File: src/rtl/alu_pkg.sv
// Shared types and constants for the sequential Hack-style ALU.
// Holds the FSM state enum, the mode encoding and the flag bundle.
package alu_pkg;

  typedef enum logic {
    IDLE = 1'b0,
    MUL  = 1'b1
  } state_t;

  localparam logic MODE_HACK = 1'b0;
  localparam logic MODE_MUL  = 1'b1;

  typedef struct packed {
    logic zr;
    logic ng;
    logic cr;
    logic ov;
  } flags_t;

endpackage

File: src/rtl/alu_core.sv
// Combinational Hack datapath: operand preprocessing, add/AND, carry and
// overflow (taken before output negation), and the final `no` inversion.
module alu_core #(
  parameter int WIDTH = 16
) (
  input  logic [WIDTH-1:0] x,
  input  logic [WIDTH-1:0] y,
  input  logic             zx,
  input  logic             nx,
  input  logic             zy,
  input  logic             ny,
  input  logic             f,
  input  logic             no,
  output logic [WIDTH-1:0] xt,
  output logic [WIDTH-1:0] yt,
  output logic [WIDTH-1:0] res,
  output logic             cr,
  output logic             ov
);

  logic [WIDTH:0]   sum;
  logic [WIDTH-1:0] r;

  // NOTE: every signal driven here gets a value on every path first, so no latch is inferred.
  always_comb begin
    xt = zx ? '0 : x;
    if (nx) xt = ~xt;
    yt = zy ? '0 : y;
    if (ny) yt = ~yt;

    sum = {1'b0, xt} + {1'b0, yt};
    r   = xt & yt;
    cr  = 1'b0;
    ov  = 1'b0;
    if (f) begin
      r  = sum[WIDTH-1:0];
      cr = sum[WIDTH];
      ov = (xt[WIDTH-1] == yt[WIDTH-1]) && (sum[WIDTH-1] != xt[WIDTH-1]);
    end

    res = no ? ~r : r;
  end

endmodule

File: src/rtl/alu_seq.sv
// Handshaked ALU: single-cycle Hack ops, WIDTH-cycle shift-add multiply,
// and a valid/ready output register that holds results under back-pressure.
module alu_seq
  import alu_pkg::*;
#(
  parameter int WIDTH = 16
) (
  input  logic             clk,
  input  logic             rst_n,
  input  logic             in_valid,
  output logic             in_ready,
  input  logic [WIDTH-1:0] x,
  input  logic [WIDTH-1:0] y,
  input  logic             zx,
  input  logic             nx,
  input  logic             zy,
  input  logic             ny,
  input  logic             f,
  input  logic             no,
  input  logic             mode,
  output logic             out_valid,
  input  logic             out_ready,
  output logic [WIDTH-1:0] out,
  output logic             zr,
  output logic             ng,
  output logic             cr,
  output logic             ov
);

  localparam int CNT_W = $clog2(WIDTH);

  state_t             state, state_nxt;
  logic [CNT_W-1:0]   cnt;
  logic [2*WIDTH-1:0] acc, mcand, prod;
  logic [WIDTH-1:0]   mplier;
  logic               no_q;

  logic [WIDTH-1:0]   xt, yt, hack_res, mul_res, load_val;
  logic               hack_cr, hack_ov;
  logic               accept, last, load;
  flags_t             load_flags, flags_q;
  logic [WIDTH-1:0]   out_q;

  alu_core #(.WIDTH(WIDTH)) u_core (
    .x   (x),
    .y   (y),
    .zx  (zx),
    .nx  (nx),
    .zy  (zy),
    .ny  (ny),
    .f   (f),
    .no  (no),
    .xt  (xt),
    .yt  (yt),
    .res (hack_res),
    .cr  (hack_cr),
    .ov  (hack_ov)
  );

  assign in_ready = (state == IDLE) && (!out_valid || out_ready);
  assign accept   = in_valid && in_ready;
  assign last     = (state == MUL) && (cnt == CNT_W'(WIDTH - 1));
  assign load     = (accept && (mode == MODE_HACK)) || last;

  // The last iteration's partial product is folded in combinationally so the
  // result loads on the same edge the iteration completes.
  always_comb begin
    prod       = acc + (mplier[0] ? mcand : '0);
    mul_res    = no_q ? ~prod[WIDTH-1:0] : prod[WIDTH-1:0];
    load_val   = last ? mul_res : hack_res;
    load_flags = '0;
    load_flags.zr = (load_val == '0);
    load_flags.ng = load_val[WIDTH-1];
    load_flags.cr = last ? 1'b0 : hack_cr;
    load_flags.ov = last ? (|prod[2*WIDTH-1:WIDTH]) : hack_ov;
  end

  always_comb begin
    state_nxt = state;
    case (state)
      IDLE:    if (accept && (mode == MODE_MUL)) state_nxt = MUL;
      MUL:     if (last) state_nxt = IDLE;
      default: state_nxt = IDLE;
    endcase
  end

  // NOTE: sequential state uses non-blocking assignments so every register samples pre-edge values.
  always_ff @(posedge clk or negedge rst_n) begin
    if (!rst_n) state <= IDLE;
    else        state <= state_nxt;
  end

  always_ff @(posedge clk or negedge rst_n) begin
    if (!rst_n) begin
      cnt    <= '0;
      acc    <= '0;
      mcand  <= '0;
      mplier <= '0;
      no_q   <= 1'b0;
    end else if (accept && (mode == MODE_MUL)) begin
      cnt    <= '0;
      acc    <= '0;
      mcand  <= {{WIDTH{1'b0}}, xt};
      mplier <= yt;
      no_q   <= no;
    end else if (state == MUL) begin
      cnt    <= last ? '0 : cnt + CNT_W'(1);
      acc    <= prod;
      mcand  <= mcand << 1;
      mplier <= mplier >> 1;
    end
  end

  always_ff @(posedge clk or negedge rst_n) begin
    if (!rst_n) begin
      out_valid <= 1'b0;
      out_q     <= '0;
      flags_q   <= '0;
    end else if (load) begin
      out_valid <= 1'b1;
      out_q     <= load_val;
      flags_q   <= load_flags;
    end else if (out_valid && out_ready) begin
      out_valid <= 1'b0;
    end
  end

  assign out = out_q;
  assign zr  = flags_q.zr;
  assign ng  = flags_q.ng;
  assign cr  = flags_q.cr;
  assign ov  = flags_q.ov;

endmodule

File: config.mk
export PLATFORM = sky130hd
export DESIGN_NAME = alu_seq
export DESIGN_NICKNAME = d
export VERILOG_FILES = /design/src/rtl/alu_pkg.sv /design/src/rtl/alu_core.sv /design/src/rtl/alu_seq.sv
export SDC_FILE = /design/constraint.sdc
export NUM_CORES = 1
export LEC_CHECK = 0
export ABC_AREA = 0
export BUFFER_PORTS_ARGS = -buffer_cell sky130_fd_sc_hd__buf_2
export CORE_UTILIZATION = 55
export CTS_CLUSTER_SIZE = 8
export DETAILED_ROUTE_END_ITERATION = 10
export PLACE_DENSITY = 0.74
export SYNTH_ARGS = -nofsm -noshare
export SYNTH_HDL_FRONTEND = slang
export SYNTH_SLANG_ARGS = --single-unit
File: constraint.sdc
create_clock -name clk -period 5.15 [get_ports clk]
set_input_delay 0.515 -clock clk [delete_from_list [all_inputs] [get_ports clk]]
set_output_delay 0.515 -clock clk [all_outputs]
set_load 0.03 [all_outputs]
==> flow_summary.toml, run 1 <==
[outcome]
outcome = "completed"

[finish]
area_growth_pct = 7.980
fin_nets = 1118
mostFrequentLayoutCell = "nand2_1"
design_area_mm2 = 0.009109
diodes = 0
drive_gt1_share_pct = 11.07
post-route-util_pct = 61.74
final_cell_mix = "148 x nand2_1, 105 x dfrtp_1, 76 x o21ai_0"

[setup_path]
path_class = "flop to flop"
critical_path_depth = 16
r2r_start = "mplier[0]"
critPathMaxStageDelay_ns = 0.95
crit_path_frequent_cell = "o21ai_0"
worst-path-buf-inv = 1
rrSetupSlack_ns = 0.88
cp-end-kind = "flop"
timing.critical_path.to = "ov"
startpoint = "mplier[0]"
crit_fanout = 33
crit_slowest_cell = "dfrtp_1"
crit_chain = "and2_1 > ha_1 > inv_1 > fa_1 > nor2b_1 > o211a_1 > o21ai_0 > a211oi_1 > nor3_1 > nor3b_1 > o21ai_0 > o21ai_0 > xor2_1 > a21o_1 > nor4b_1 > a31oi_1"
r2r_end = "ov"
worstPathArrival_ns = 4.49
cp_top_family = "simple AND/OR/NAND/NOR gates"
required_ns = 5.38
reg2reg_depth = 16
critPathLaunchType = "flop"

[logic_synthesis]
ys.flop_type = "dfrtp_1"
syn_nets = 1087
synthDistinctLibCells = 79
yosysWarnings = 0
synth_top_cell_by_area = "dfrtp_1"
synth-edff-count = 0
synthArstFlopShare_pct = 100.0
ys_seq_elements = 106
synth_top_area_share_pct = 31.44
syn-instance-count = 994
ys_seq_area_share_pct = 31.44
synth_area_per_cell_um2 = 8.487
synth_area_leaders = "dfrtp_1 31%, xnor2_1 7.7%, ha_1 7.1%, nand2_1 6.6%, mux2i_1 4.5%"
synth_area_mm2 = 0.008436

[sta]
period_needed_ns = 4.265
setup_tns_ns = 0
finalMaxSlewViolations = 0
fmax_ghz = 0.2345
fin_crit_sh_pct = 82.82
hold_viol = 0
slew_headroom_pct = 11.53
fin_skew_ns = 0.008127
worst_slew_pin_slew_ns = 1.322
setup_viol_count_final = 0
grt_setup_unrepaired = "no"

[placement]
placed_area_mm2 = 0.008831
port_buffers = 64
gp_congestion = 0.9359
dp_hpwl_um = 16060

[cts]
cts_buffers = 9
cts_tree = "yes"
htree_levels = 3
clockBufferDepth = 2
clock_latency_ns = 0.36
cts_hold_buf = 0
numClockSinks = 106
post_cts_buffers = 0
path_clk_slew_ns = 0.07
cts_root_buf = "clkbuf_16"
cts_resized = 0

[power_and_ir_drop]
p_leak_nw = 4.532
ir_drop_uv = 228.3
power.density_mw_per_mm2 = 521.0

[grt]
grt_max_degree = 71
grt_util_all_layers_pct = 28.04
antenna_found_initial = 0
grt_pass1_wl_um = 35170
grt_pass1_vias = 6803
gr-total-overflow = 0

[floorplan]
rows = 44
dieHeight_um = 125.8
start_util_pct = 57.17
fp.dieW_um = 125.8
fp.dieArea_mm2 = 0.01584
ios = 65
coreArea_mm2 = 0.01475

[detailed_routing]
drt-initial-drc-count = 506
drt_first_pass_iters = 5
drt.antenna.violating_nets = 0
drc = 0
via_per_inst = 5.804
finalWirelength_um = 21180
avgRoutedWirePerCell_um = 17.45
num_vias = 7046

[min_path]
hold_path.class = "primary input to async pin"

[run]
cap_viol_max_count = 0
state kept, by name, indices dropped and copies added, names as in the netlist:
name and count:
ng 1, mplier 16, ov 1, cr 1
out_valid 1, mcand 32, cnt 4, zr 1
acc 32, state 1, no_q 1, out 15
worst register-to-register path, delay by kind of cell (launching register included):
kind	cells	cell delay, ns
xor+xnor	1	0.12
simple gates	5	1.25
flops	1	0.95
buf+inv	1	0.05
fa+ha+maj	2	0.57
compound gates	7	1.20
synthesized netlist by cell type (5+ instances only):
cell type	count
nor3_1	6
o21ai_0	76
mux2i_1	38
o21a_1	7
a31oi_1	8
inv_1	21
xor2_1	32
ha_1	48
nand4_1	7
nand3_1	16
a211oi_1	5
nor2b_1	19
xnor2_1	74
clkbuf_1	36
and2_1	33
and3_1	5
nand2b_1	26
nand2_1	148
dfrtp_1	106
a21o_1	28
a21oi_1	63
nor2_1	72
buf_1	9
a22oi_1	16
layout make-up:
class / count / area, um^2
fill: 1304 / 5645
multi-input combinational: 814 / 5483
sequential: 106 / 2656
timing repair buffer: 71 / 375.4
tap: 184 / 230.2
clock buffer: 10 / 229.0
inverter: 23 / 86.33
clock inverter: 6 / 48.80
stage by stage:
stage	worst slack, ns	total power, mW	hold slack [ns]	std cells
after floorplan	1.152	3.420	0.2194	994
after global placement	1.103	4.016	0.4613	1198
after detailed placement	0.8825	4.066	0.4696	1198
after CTS	0.8784	4.743	0.3193	1214
after global routing	0.5327	5.134	0.3633	1214
final	0.8847	4.746	0.2759	1214
cells by family after synthesis:
group           Yosys count  share of synthesized area [%]
xor+xnor                113                          12.82
simple gates            362                          20.97
buf+inv                  74                          3.574
compound gates          245                          18.16
fa+ha+maj                50                          7.594
mux                      44                          5.443
flops                   106                          31.44
worst min path at each step:
stage | from | to | slack (ns) | cells after the start
2_1_floorplan | rst_n | acc[0] | 0.22 | 0
4_1_cts | rst_n | acc[19] | 0.32 | 1
5_1_grt | rst_n | mcand[20] | 0.36 | 1
6_report | rst_n | acc[19] | 0.28 | 1
3_5_place_dp | out[6] | out[6] | 0.47 | 2
3_3_place_gp | out[6] | out[6] | 0.46 | 2
layer usage:
| layer | vias up | global-route usage, % | wire length (um) |
|---|---|---|---|
| met2 | 190 | 45.75 | 9995 |
| met3 | 25 | 5.183 | 1105 |
| li1 | 3500 | - | - |
| met1 | 3331 | 38.26 | 9691 |
| met5 | - | 0 | 0 |
| met4 | 0 | 7.583 | 389 |
report_power, final:
group	switching [mW]	internal (mW)
Sequential	0.371	1.19
Combinational	1.50	1.02
Clock	0.329	0.334
Note: power is estimated with default switching activity, not from simulation.
==> inputs of run 2 (changes only) <==
--- a/config.mk
+++ b/config.mk
@@ -10,7 +10,7 @@
 export CORE_UTILIZATION = 55
 export CTS_CLUSTER_SIZE = 8
 export DETAILED_ROUTE_END_ITERATION = 10
-export PLACE_DENSITY = 0.74
+export PLACE_DENSITY = 0.77
 export SYNTH_ARGS = -nofsm -noshare
 export SYNTH_HDL_FRONTEND = slang
 export SYNTH_SLANG_ARGS = --single-unit
==> constraint.sdc (replaced) <==
create_clock -name clk -period 3.5 [get_ports clk]
set_input_delay 0.35 -clock clk [delete_from_list [all_inputs] [get_ports clk]]
set_output_delay 0.35 -clock clk [all_outputs]
set_load 0.03 [all_outputs]
==> run 2 against run 1 <==
Wire length rose by 6.3%. Clock power rose by 75%. Sequential share of layout area fell by 2.6 points. Cell count rose by 7.2%. Cell area rose by 9.8%. Hold slack got worse by 0.17 ns. Die area did not move. Flip-flop and latch count did not move. Utilization rose by 6.0 points. Total power rose by 62%. First-iteration DRC count rose by 25%. Critical path depth did not move. Largest power group unchanged. Highest routed layer unchanged.
==> flow_summary.toml, run 2 (synthesis results as in run 1) <==
[sta]
worst_slew_pin_slew_ns = 0.9321
setup_ws_ns = 0.005710
fmax_ghz = 0.2862
hold_ws_ns = 0.1050
finalMaxSlewViolations = 0
slew_headroom_pct = 37.86
fin_crit_sh_pct = 99.84
hold_viol = 0
grt_setup_unrepaired = "yes"
fin_skew_ns = 0.007304
period_needed_ns = 3.494
setup_viol_count_final = 0

[detailed_routing]
via_per_inst = 5.760
drc = 0
avgRoutedWirePerCell_um = 17.31
finalWirelength_um = 22520
num_vias = 7494
drt.antenna.violating_nets = 0
drt-initial-drc-count = 630
drt_first_pass_iters = 5

[floorplan]
coreArea_mm2 = 0.01475
ios = 65
dieHeight_um = 125.8
fp.dieArea_mm2 = 0.01584
rows = 44
fp.dieW_um = 125.8
start_util_pct = 57.17

[cts]
htree_levels = 3
cts_hold_buf = 0
cts_buffers = 9
clock_latency_ns = 0.36
clockBufferDepth = 2
path_clk_slew_ns = 0.07
numClockSinks = 106
cts_root_buf = "clkbuf_16"
cts_tree = "yes"

[setup_path]
worstPathArrival_ns = 3.73
reg2reg_depth = 16
crit_slowest_cell = "dfrtp_1"
required_ns = 3.73
r2r_end = "ov"
cp-end-kind = "flop"
crit_fanout = 8
crit_path_frequent_cell = "buf_4"
crit_chain = "buf_4 > and2_4 > ha_4 > nor2b_2 > o211a_1 > o21a_1 > nor2_2 > o21ai_2 > buf_4 > a31o_2 > a21o_1 > a21oi_2 > xor2_1 > nand4b_1 > nor4b_4 > a31oi_1"
path_class = "flop to flop"
rrSetupSlack_ns = 0.006
critPathMaxStageDelay_ns = 0.40
r2r_start = "mplier[0]"
critPathLaunchType = "flop"

[finish]
final_cells = 1301
drive_gt1_share_pct = 21.04
area_growth_pct = 18.51
top_regs = "acc x32, mcand x32, mplier x16"
fin_nets = 1205
diodes = 0
mostFrequentLayoutCell = "nand2_1"
post-route-util_pct = 67.76
final_cell_mix = "148 x nand2_1, 105 x dfrtp_1, 95 x buf_4"
design_area_mm2 = 0.009997

[grt]
grt_max_degree = 69
grt_pass1_wl_um = 36670
gr-total-overflow = 0
antenna_found_initial = 0
grt_pass1_vias = 7408
grt_util_all_layers_pct = 29.19

[power_and_ir_drop]
ir_drop_uv = 376.3
p_leak_nw = 5.026
power.density_mw_per_mm2 = 770.8

[min_path]
hold_path.class = "primary input to async pin"

[placement]
dp_hpwl_um = 16780
gp_congestion = 0.8851
placed_cells = 1276
placed_area_mm2 = 0.009427
pre_cts_ws_ns = -0.3027
port_buffers = 64

[run]
cap_viol_max_count = 0

[outcome]
outcome = "completed"
-- run 2: cell types whose count changed in the layout (fill, tap and decap cells not counted), sizes merged --
cell	previous run	this run
buf	71	158
clkinv	3	1
bufinv	0	2
clkinvlp	2	0
clkbuf	10	12
-- run 2: worst max-delay path: cells and delay by family, from the launching register on --
family | cells | cell delay [ns]
compound gates | 7 | 1.21
fa+ha+maj | 1 | 0.22
xor+xnor | 1 | 0.26
buf+inv | 2 | 0.32
simple gates | 5 | 0.96
flops | 1 | 0.40
-- run 2: area by class of cell --
cell class	instances	area (um^2)
inverter	23	86.33
fill	1224	4757
clock buffer	12	256.5
tap	184	230.2
multi-input combinational	814	5659
timing repair buffer	158	1028
clock inverter	4	80.08
sequential	106	2656
-- run 2: stage by stage --
| step | TNS, ns | power, mW |
|---|---|---|
| final | 0 | 7.706 |
| after global routing | -0.4315 | 8.253 |
| after CTS | 0 | 7.505 |
| after detailed placement | -1.032 | 6.278 |
| after global placement | -0.6226 | 6.160 |
| after floorplan | 0 | 5.035 |
-- run 2: worst max path at each step --
stage | from | end | cells past startpoint
after floorplan | zx | zr | 17
after global placement | mplier[0] | ov | 17
after detailed placement | mplier[0] | ov | 17
after CTS | mplier[0] | ov | 15
after global routing | mplier[0] | zr | 16
final | mplier[0] | ov | 16
-- run 2: timing repair --
item	CTS	global route
endpoints found under the setup margin	3	4
buffers inserted	1	8
pin swaps	4	24
gates cloned	0	0
hold endpoints to repair	0	0
resized for setup	10	28
-- run 2: per-layer routing --
metal | wire [um] | global-route usage [%] | vias to the layer above
met3 | 959 | 4.673 | 55
met2 | 11010 | 50.49 | 207
met1 | 9591 | 35.76 | 3554
met4 | 957 | 13.54 | 0
met5 | 0 | 0 | -
li1 | - | - | 3678
-- run 2: where the power goes --
part / switching, mW / internal, mW
Sequential: 0.449 / 1.76
Combinational: 2.49 / 1.85
Clock: 0.480 / 0.675
Total: 3.42 / 4.28
